## config.mk

```make
export PLATFORM = sky130hd
export DESIGN_NAME = lsu_unit
export DESIGN_NICKNAME = d
export VERILOG_FILES = /design/src/rtl/lsu_unit.sv
export SDC_FILE = /design/constraint.sdc
export NUM_CORES = 1
export LEC_CHECK = 0
export BUFFER_PORTS_ARGS = -buffer_cell sky130_fd_sc_hd__clkbuf_2
export CORE_MARGIN = 2
export CORE_UTILIZATION = 28
export DETAILED_ROUTE_END_ITERATION = 8
export SLEW_MARGIN = 20
export SYNTH_ARGS = -nofsm -noshare
export SYNTH_HDL_FRONTEND = slang
export SYNTH_SLANG_ARGS = --single-unit
```

## constraint.sdc

```tcl
create_clock -name CLK -period 2.65 [get_ports CLK]
set_clock_uncertainty 0.2 [all_clocks]
set_input_delay 0.1325 -clock CLK [delete_from_list [all_inputs] [get_ports CLK]]
set_output_delay 0.1325 -clock CLK [all_outputs]
set_load 0.1 [all_outputs]
```

## src/rtl/lsu_unit.sv

```systemverilog
// lsu_unit: load/store responder driving a 32-bit word memory port with a req/ack handshake,
// lane steering for stores, sign/zero extension for loads, misalign/illegal/timeout errors.
module lsu_unit #(
  parameter int ACK_TIMEOUT = 16
) (
  input  logic        CLK,
  input  logic        RST,
  input  logic        REQ,
  input  logic        MEM_WRITE_ENB,
  input  logic [2:0]  LSU_OPT,
  input  logic [31:0] ADDR,
  input  logic [31:0] WDATA,
  output logic        BUSY,
  output logic        DONE,
  output logic        ERR,
  output logic [31:0] LSU_RESULT,
  output logic        MEM_REQ,
  output logic        MEM_WE,
  output logic [31:0] MEM_ADDR,
  output logic [3:0]  MEM_WSTRB,
  output logic [31:0] MEM_WDATA,
  input  logic [31:0] MEM_RDATA,
  input  logic        MEM_ACK
);
  typedef enum logic [1:0] {IDLE, ACCESS, FINISH} state_t;
  state_t      state_q, state_d;
  logic [7:0]  cnt_q, cnt_d;
  logic [2:0]  op_q, op_d;
  logic [1:0]  lane_q, lane_d;
  logic        req_q, req_d, we_q, we_d, busy_q, busy_d, done_q, done_d, err_q, err_d;
  logic [31:0] addr_q, addr_d, wdata_q, wdata_d, result_q, result_d;
  logic [3:0]  strb_q, strb_d;
  logic [1:0]  size;
  logic        op_ok, misalign;
  logic [7:0]  bsel;
  logic [15:0] hsel;
  logic [31:0] ext;
  // size: 0 byte, 1 halfword, 2 word; store encodings sit one above the load ones
  always_comb begin
    size     = MEM_WRITE_ENB ? LSU_OPT[1:0] - 2'd1 : LSU_OPT[1:0];
    op_ok    = MEM_WRITE_ENB ? (LSU_OPT[2] && LSU_OPT[1:0] != 2'b00)
                             : (LSU_OPT[1:0] != 2'b11 && LSU_OPT != 3'b110);
    misalign = (size == 2'd1 && ADDR[0]) || (size == 2'd2 && ADDR[1:0] != 2'b00);
    bsel     = 8'(MEM_RDATA >> {lane_q, 3'b000});
    hsel     = lane_q[1] ? MEM_RDATA[31:16] : MEM_RDATA[15:0];
    ext      = op_q[1:0] == 2'b10 ? MEM_RDATA
             : op_q[1:0] == 2'b01 ? {{16{~op_q[2] & hsel[15]}}, hsel}
             : {{24{~op_q[2] & bsel[7]}}, bsel};
  end
  always_comb begin
    state_d  = state_q;
    cnt_d    = cnt_q;
    op_d     = op_q;
    lane_d   = lane_q;
    req_d    = req_q;
    we_d     = we_q;
    busy_d   = busy_q;
    done_d   = 1'b0;
    err_d    = 1'b0;
    addr_d   = addr_q;
    wdata_d  = wdata_q;
    strb_d   = strb_q;
    result_d = result_q;
    unique case (state_q)
      IDLE: begin
        if (REQ) begin
          if (!op_ok || misalign) begin
            err_d = 1'b1;
          end else begin
            state_d = ACCESS;
            cnt_d   = 8'd0;
            op_d    = LSU_OPT;
            lane_d  = ADDR[1:0];
            req_d   = 1'b1;
            we_d    = MEM_WRITE_ENB;
            busy_d  = 1'b1;
            addr_d  = {ADDR[31:2], 2'b00};
            strb_d  = !MEM_WRITE_ENB ? 4'b0000
                    : size == 2'd0 ? 4'(4'b0001 << ADDR[1:0])
                    : size == 2'd1 ? (ADDR[1] ? 4'b1100 : 4'b0011)
                    : 4'b1111;
            wdata_d = !MEM_WRITE_ENB ? 32'd0
                    : size == 2'd0 ? {4{WDATA[7:0]}}
                    : size == 2'd1 ? {2{WDATA[15:0]}}
                    : WDATA;
          end
        end
      end
      ACCESS: begin
        if (MEM_ACK) begin
          state_d  = FINISH;
          req_d    = 1'b0;
          we_d     = 1'b0;
          busy_d   = 1'b0;
          done_d   = 1'b1;
          cnt_d    = 8'd0;
          result_d = we_q ? result_q : ext;
        end else if (cnt_q == 8'(ACK_TIMEOUT - 1)) begin
          state_d = IDLE;
          req_d   = 1'b0;
          we_d    = 1'b0;
          busy_d  = 1'b0;
          err_d   = 1'b1;
          cnt_d   = 8'd0;
        end else begin
          cnt_d = cnt_q + 8'd1;
        end
      end
      default: state_d = IDLE;
    endcase
  end
  always_ff @(posedge CLK) begin
    if (RST) begin
      state_q  <= IDLE;
      cnt_q    <= '0;
      op_q     <= '0;
      lane_q   <= '0;
      req_q    <= 1'b0;
      we_q     <= 1'b0;
      busy_q   <= 1'b0;
      done_q   <= 1'b0;
      err_q    <= 1'b0;
      addr_q   <= '0;
      wdata_q  <= '0;
      strb_q   <= '0;
      result_q <= '0;
    end else begin
      state_q  <= state_d;
      cnt_q    <= cnt_d;
      op_q     <= op_d;
      lane_q   <= lane_d;
      req_q    <= req_d;
      we_q     <= we_d;
      busy_q   <= busy_d;
      done_q   <= done_d;
      err_q    <= err_d;
      addr_q   <= addr_d;
      wdata_q  <= wdata_d;
      strb_q   <= strb_d;
      result_q <= result_d;
    end
  end
  assign BUSY       = busy_q;
  assign DONE       = done_q;
  assign ERR        = err_q;
  assign LSU_RESULT = result_q;
  assign MEM_REQ    = req_q;
  assign MEM_WE     = we_q;
  assign MEM_ADDR   = addr_q;
  assign MEM_WSTRB  = strb_q;
  assign MEM_WDATA  = wdata_q;
endmodule

```

==> qor.csv <==
metric;value;unit
status;finished clean;
dp_hpwl;11.6;mm
ir_drop;0.000455;V
synth.top_cells.by_count;nand2_1 (127), dfxtp_1 (117), a21oi_1 (60), nor2_1 (38), mux2i_1 (35);
synth_top_area_cell;dfxtp_1;
drt_iter0_markers;280;
routed_wl;17.9;mm
critPathMaxStageDelay;0.61;ns
portBuffers;206;
cts_tree;done;
start_kind;input port;
first_pass_iters;7;
timing.fmax;394;MHz
p_switching;1.75;mW
start_util;28.4;%
rr_worst_depth;6;
maxCapViolCount;0;
p_leak;3.46;nW
numCtsBuffers;17;
antenna_left;0;
antenna_cells;0;
cts-root-buf;clkbuf_16;
ys_seq_area_share;44.4;%
crit_path_top_delay_cell;dlygate4sd3_1;
num_rows;50;
dp_worst_setup_slack;0.229;ns
timing.setup.tns;0;ns
grt_usage;17.8;%
cp_top_family;buffers and inverters;
grt_max_degree;57;
dp.cells;1024;
grt_pass1_vias;5712;
h-tree-depth;4;
crit_type;input port to flop;
boundaryPins;209;
grt_overflow;0;
hold_viol;0;
cp_cell_sequence;dlygate4sd3_1 > clkbuf_2 > inv_1 > ha_1 > buf_4 > a21o_1 > buf_4 > mux2i_1 > dlygate4sd3_1 > o2bb2ai_1;
area_growth;57.2;%
power.share.clock;40.3;%
grt_pass1_wl;28.3;mm
antenna_found_initial;0;
core_area;18600;um2
worstHoldEndpoint;op_q[0]$_SDFFE_PP0P_;
synthArstFlopShare;0;%
internal-power;3.55;mW
worst_pin_slew;0.589;ns
fin_ws;0.110;ns
fin_cells;1176;
final_layout_size_suffix_gt1_share;30.7;%
seq_area;2340;um2
nets;1037;
r2r_slack;0.15;ns
wl_per_cell;15.2;um
timing.final.crit_share;95.8;%
power_density;638;nW/um2
place_congestion;0.825;
hp-class;input port to flop;
cp_max_fo;22;
setup-violations-final;0;
drc_errors;0;
whs;0.0373;ns
rsz0062_at_grt;no;
fillers;1824;
ys_types;54;
clk_pin_slew;0.06;ns
slew_headroom;60.9;%
pwr-share-seq;35.5;%
vias_per_cell;4.83;
die_y;141;um
critPathCaptureType;flop;
path_buf_inv;6;
hold_start;LSU_OPT[0];
pwr-share-comb;24.2;%
critical_path_required;2.75;ns
ys.warnings.count;0;
hold_depth;4;
syn_area_per_cell;8.55;um2
layout_min_cycle_time;2.54;ns
dr_total_vias;5676;
synth_top_area_share;44.4;%
clk_latency;0.41;ns
synthFlopType;dfxtp_1;
die_area;20000;um2
multi_input_area;2660;um2
worstPathArrival;2.64;ns
total_power;5.29;mW
synth-edff-count;0;
r2r-end;LSU_RESULT[2]$_SDFFE_PP0P_;
synth_cells;617;
netlist_top_cells_area;dfxtp_1 (44%), nand2_1 (9.0%), mux2i_1 (6.6%);
reg2reg_from;op_q[1]$_SDFFE_PP0P_;
clock_path_buffers;2;
cts.sinks;117;
final-max-slew-violation-count;0;
synth_most_common_cell;nand2_1;
ys_ff_latch;117;
swShare;33.0;%
die_x;141;um
synth_area;5280;um2
## routing by layer
layer / vias to the layer above / global-route usage, % / wire length, um
met2: 188 / 30.9 / 8770
li1: 2797 / - / -
met5: - / 0 / 0
met3: 28 / 5.30 / 1170
met1: 2663 / 21.2 / 7730
met4: 0 / 5.37 / 259
## final cells by class
| type | count | area share (%) |
|---|---|---|
| clock buffers | 22 | 5.60 |
| clock inverters | 10 | 0.981 |
| inverters | 3 | 0.136 |
| multi-input cells | 442 | 32.1 |
| flip-flops and latches | 117 | 28.2 |
| well taps | 234 | 3.53 |
| repair buffers | 348 | 29.4 |
## through the flow
| step | instance area [um2] | utilization, % |
|---|---|---|
| after floorplan | 5280 | - |
| after CTS | 8290 | 44.6 |
| final | 8290 | 44.6 |
| after detailed placement | 6540 | 35.2 |
| after global routing | 8290 | 44.6 |
| after global placement | 6540 | 35.2 |
## what timing repair did
action	in CTS	in global routing
setup buffers	0	0
hold buffers	120	0
endpoints found under the setup margin	0	10
endpoints found under the hold margin	113	0
resized for setup	0	2
## power by group through the flow
stage | registers (mW) | logic, mW | clock network, mW
floorplan | 2.40 | 0.374 | 0
CTS | 1.88 | 1.27 | 2.19
global route | 1.89 | 1.35 | 2.27
finish | 1.88 | 1.28 | 2.14
global placement | 1.91 | 1.12 | 0
detailed placement | 1.92 | 1.12 | 0
## worst min-delay path: stages
cell and delay, ns:
clkbuf_2 0.11, buf_4 0.21, nand2_1 0.09, a21oi_1 0.05
## placed cells by master, fill, tap and decap left out, drive strengths merged, types with 2 or more instances in the layout
cell type    netlist  final
clkbuf            30    227
nand2            137    137
dlygate4sd3        0    120
dfxtp            117    117
a21oi             70     70
nor2              39     39
mux2i             35     35
a211oi            26     26
buf               26     23
nand3             22     22
o2bb2ai           14     14
a311oi            13     13
nand2b            12     12
o21ai             10     10
o2111ai            8      8
clkinv             0      8
o211ai             6      6
nor2b              6      6
ha                 4      4
nor3b              4      4
and3               4      4
inv                3      3
and2               3      3
nand3b             3      3
a31oi              2      2
a41oi              2      2
or3                2      2
mux2               2      2
conb               1      2
## sequential cells by signal (all words and copies together) (netlist names), 2 cells and up
signal,cells
lane_q,2
LSU_RESULT,32
MEM_ADDR,30
MEM_WSTRB,4
op_q,3
MEM_WDATA,32
state_q,2
cnt_q,8
## how the worst max path moves through the flow
stage                            start                           to  slack [ns]  cells after the start
2_1_floorplan               LSU_OPT[0]    MEM_ADDR[26]$_SDFFE_PP0P_        0.15                     12
3_3_place_gp                LSU_OPT[0]   MEM_WDATA[18]$_SDFFE_PP0P_        0.29                      9
3_5_place_dp                LSU_OPT[0]   MEM_WDATA[17]$_SDFFE_PP0P_        0.23                      9
4_1_cts                     LSU_OPT[1]    MEM_WDATA[8]$_SDFFE_PP0P_        0.07                     10
5_1_grt        state_q[1]$_SDFFE_PP0P_  LSU_RESULT[12]$_SDFFE_PP0P_       0.008                      6
6_report                    LSU_OPT[1]   MEM_WDATA[18]$_SDFFE_PP0P_        0.11                     10
## cell families (layout without fill, tap and decap cells)
kind of cell | after synthesis | count (layout) | share of synthesized area (%)
multiplexers | 38 | 38 | 7.49
buffers and inverters | 59 | 383 | 5.57
flip-flops | 117 | 117 | 44.4
XOR/XNOR | 1 | 1 | 0.166
adder cells (fa/ha/maj) | 4 | 4 | 0.949
AO/OA/AOI/OAI | 161 | 161 | 21.1
other | 1 | 2 | 0.0711
AND/OR/NAND/NOR | 236 | 236 | 20.2
(Power assumes the default switching activity.)
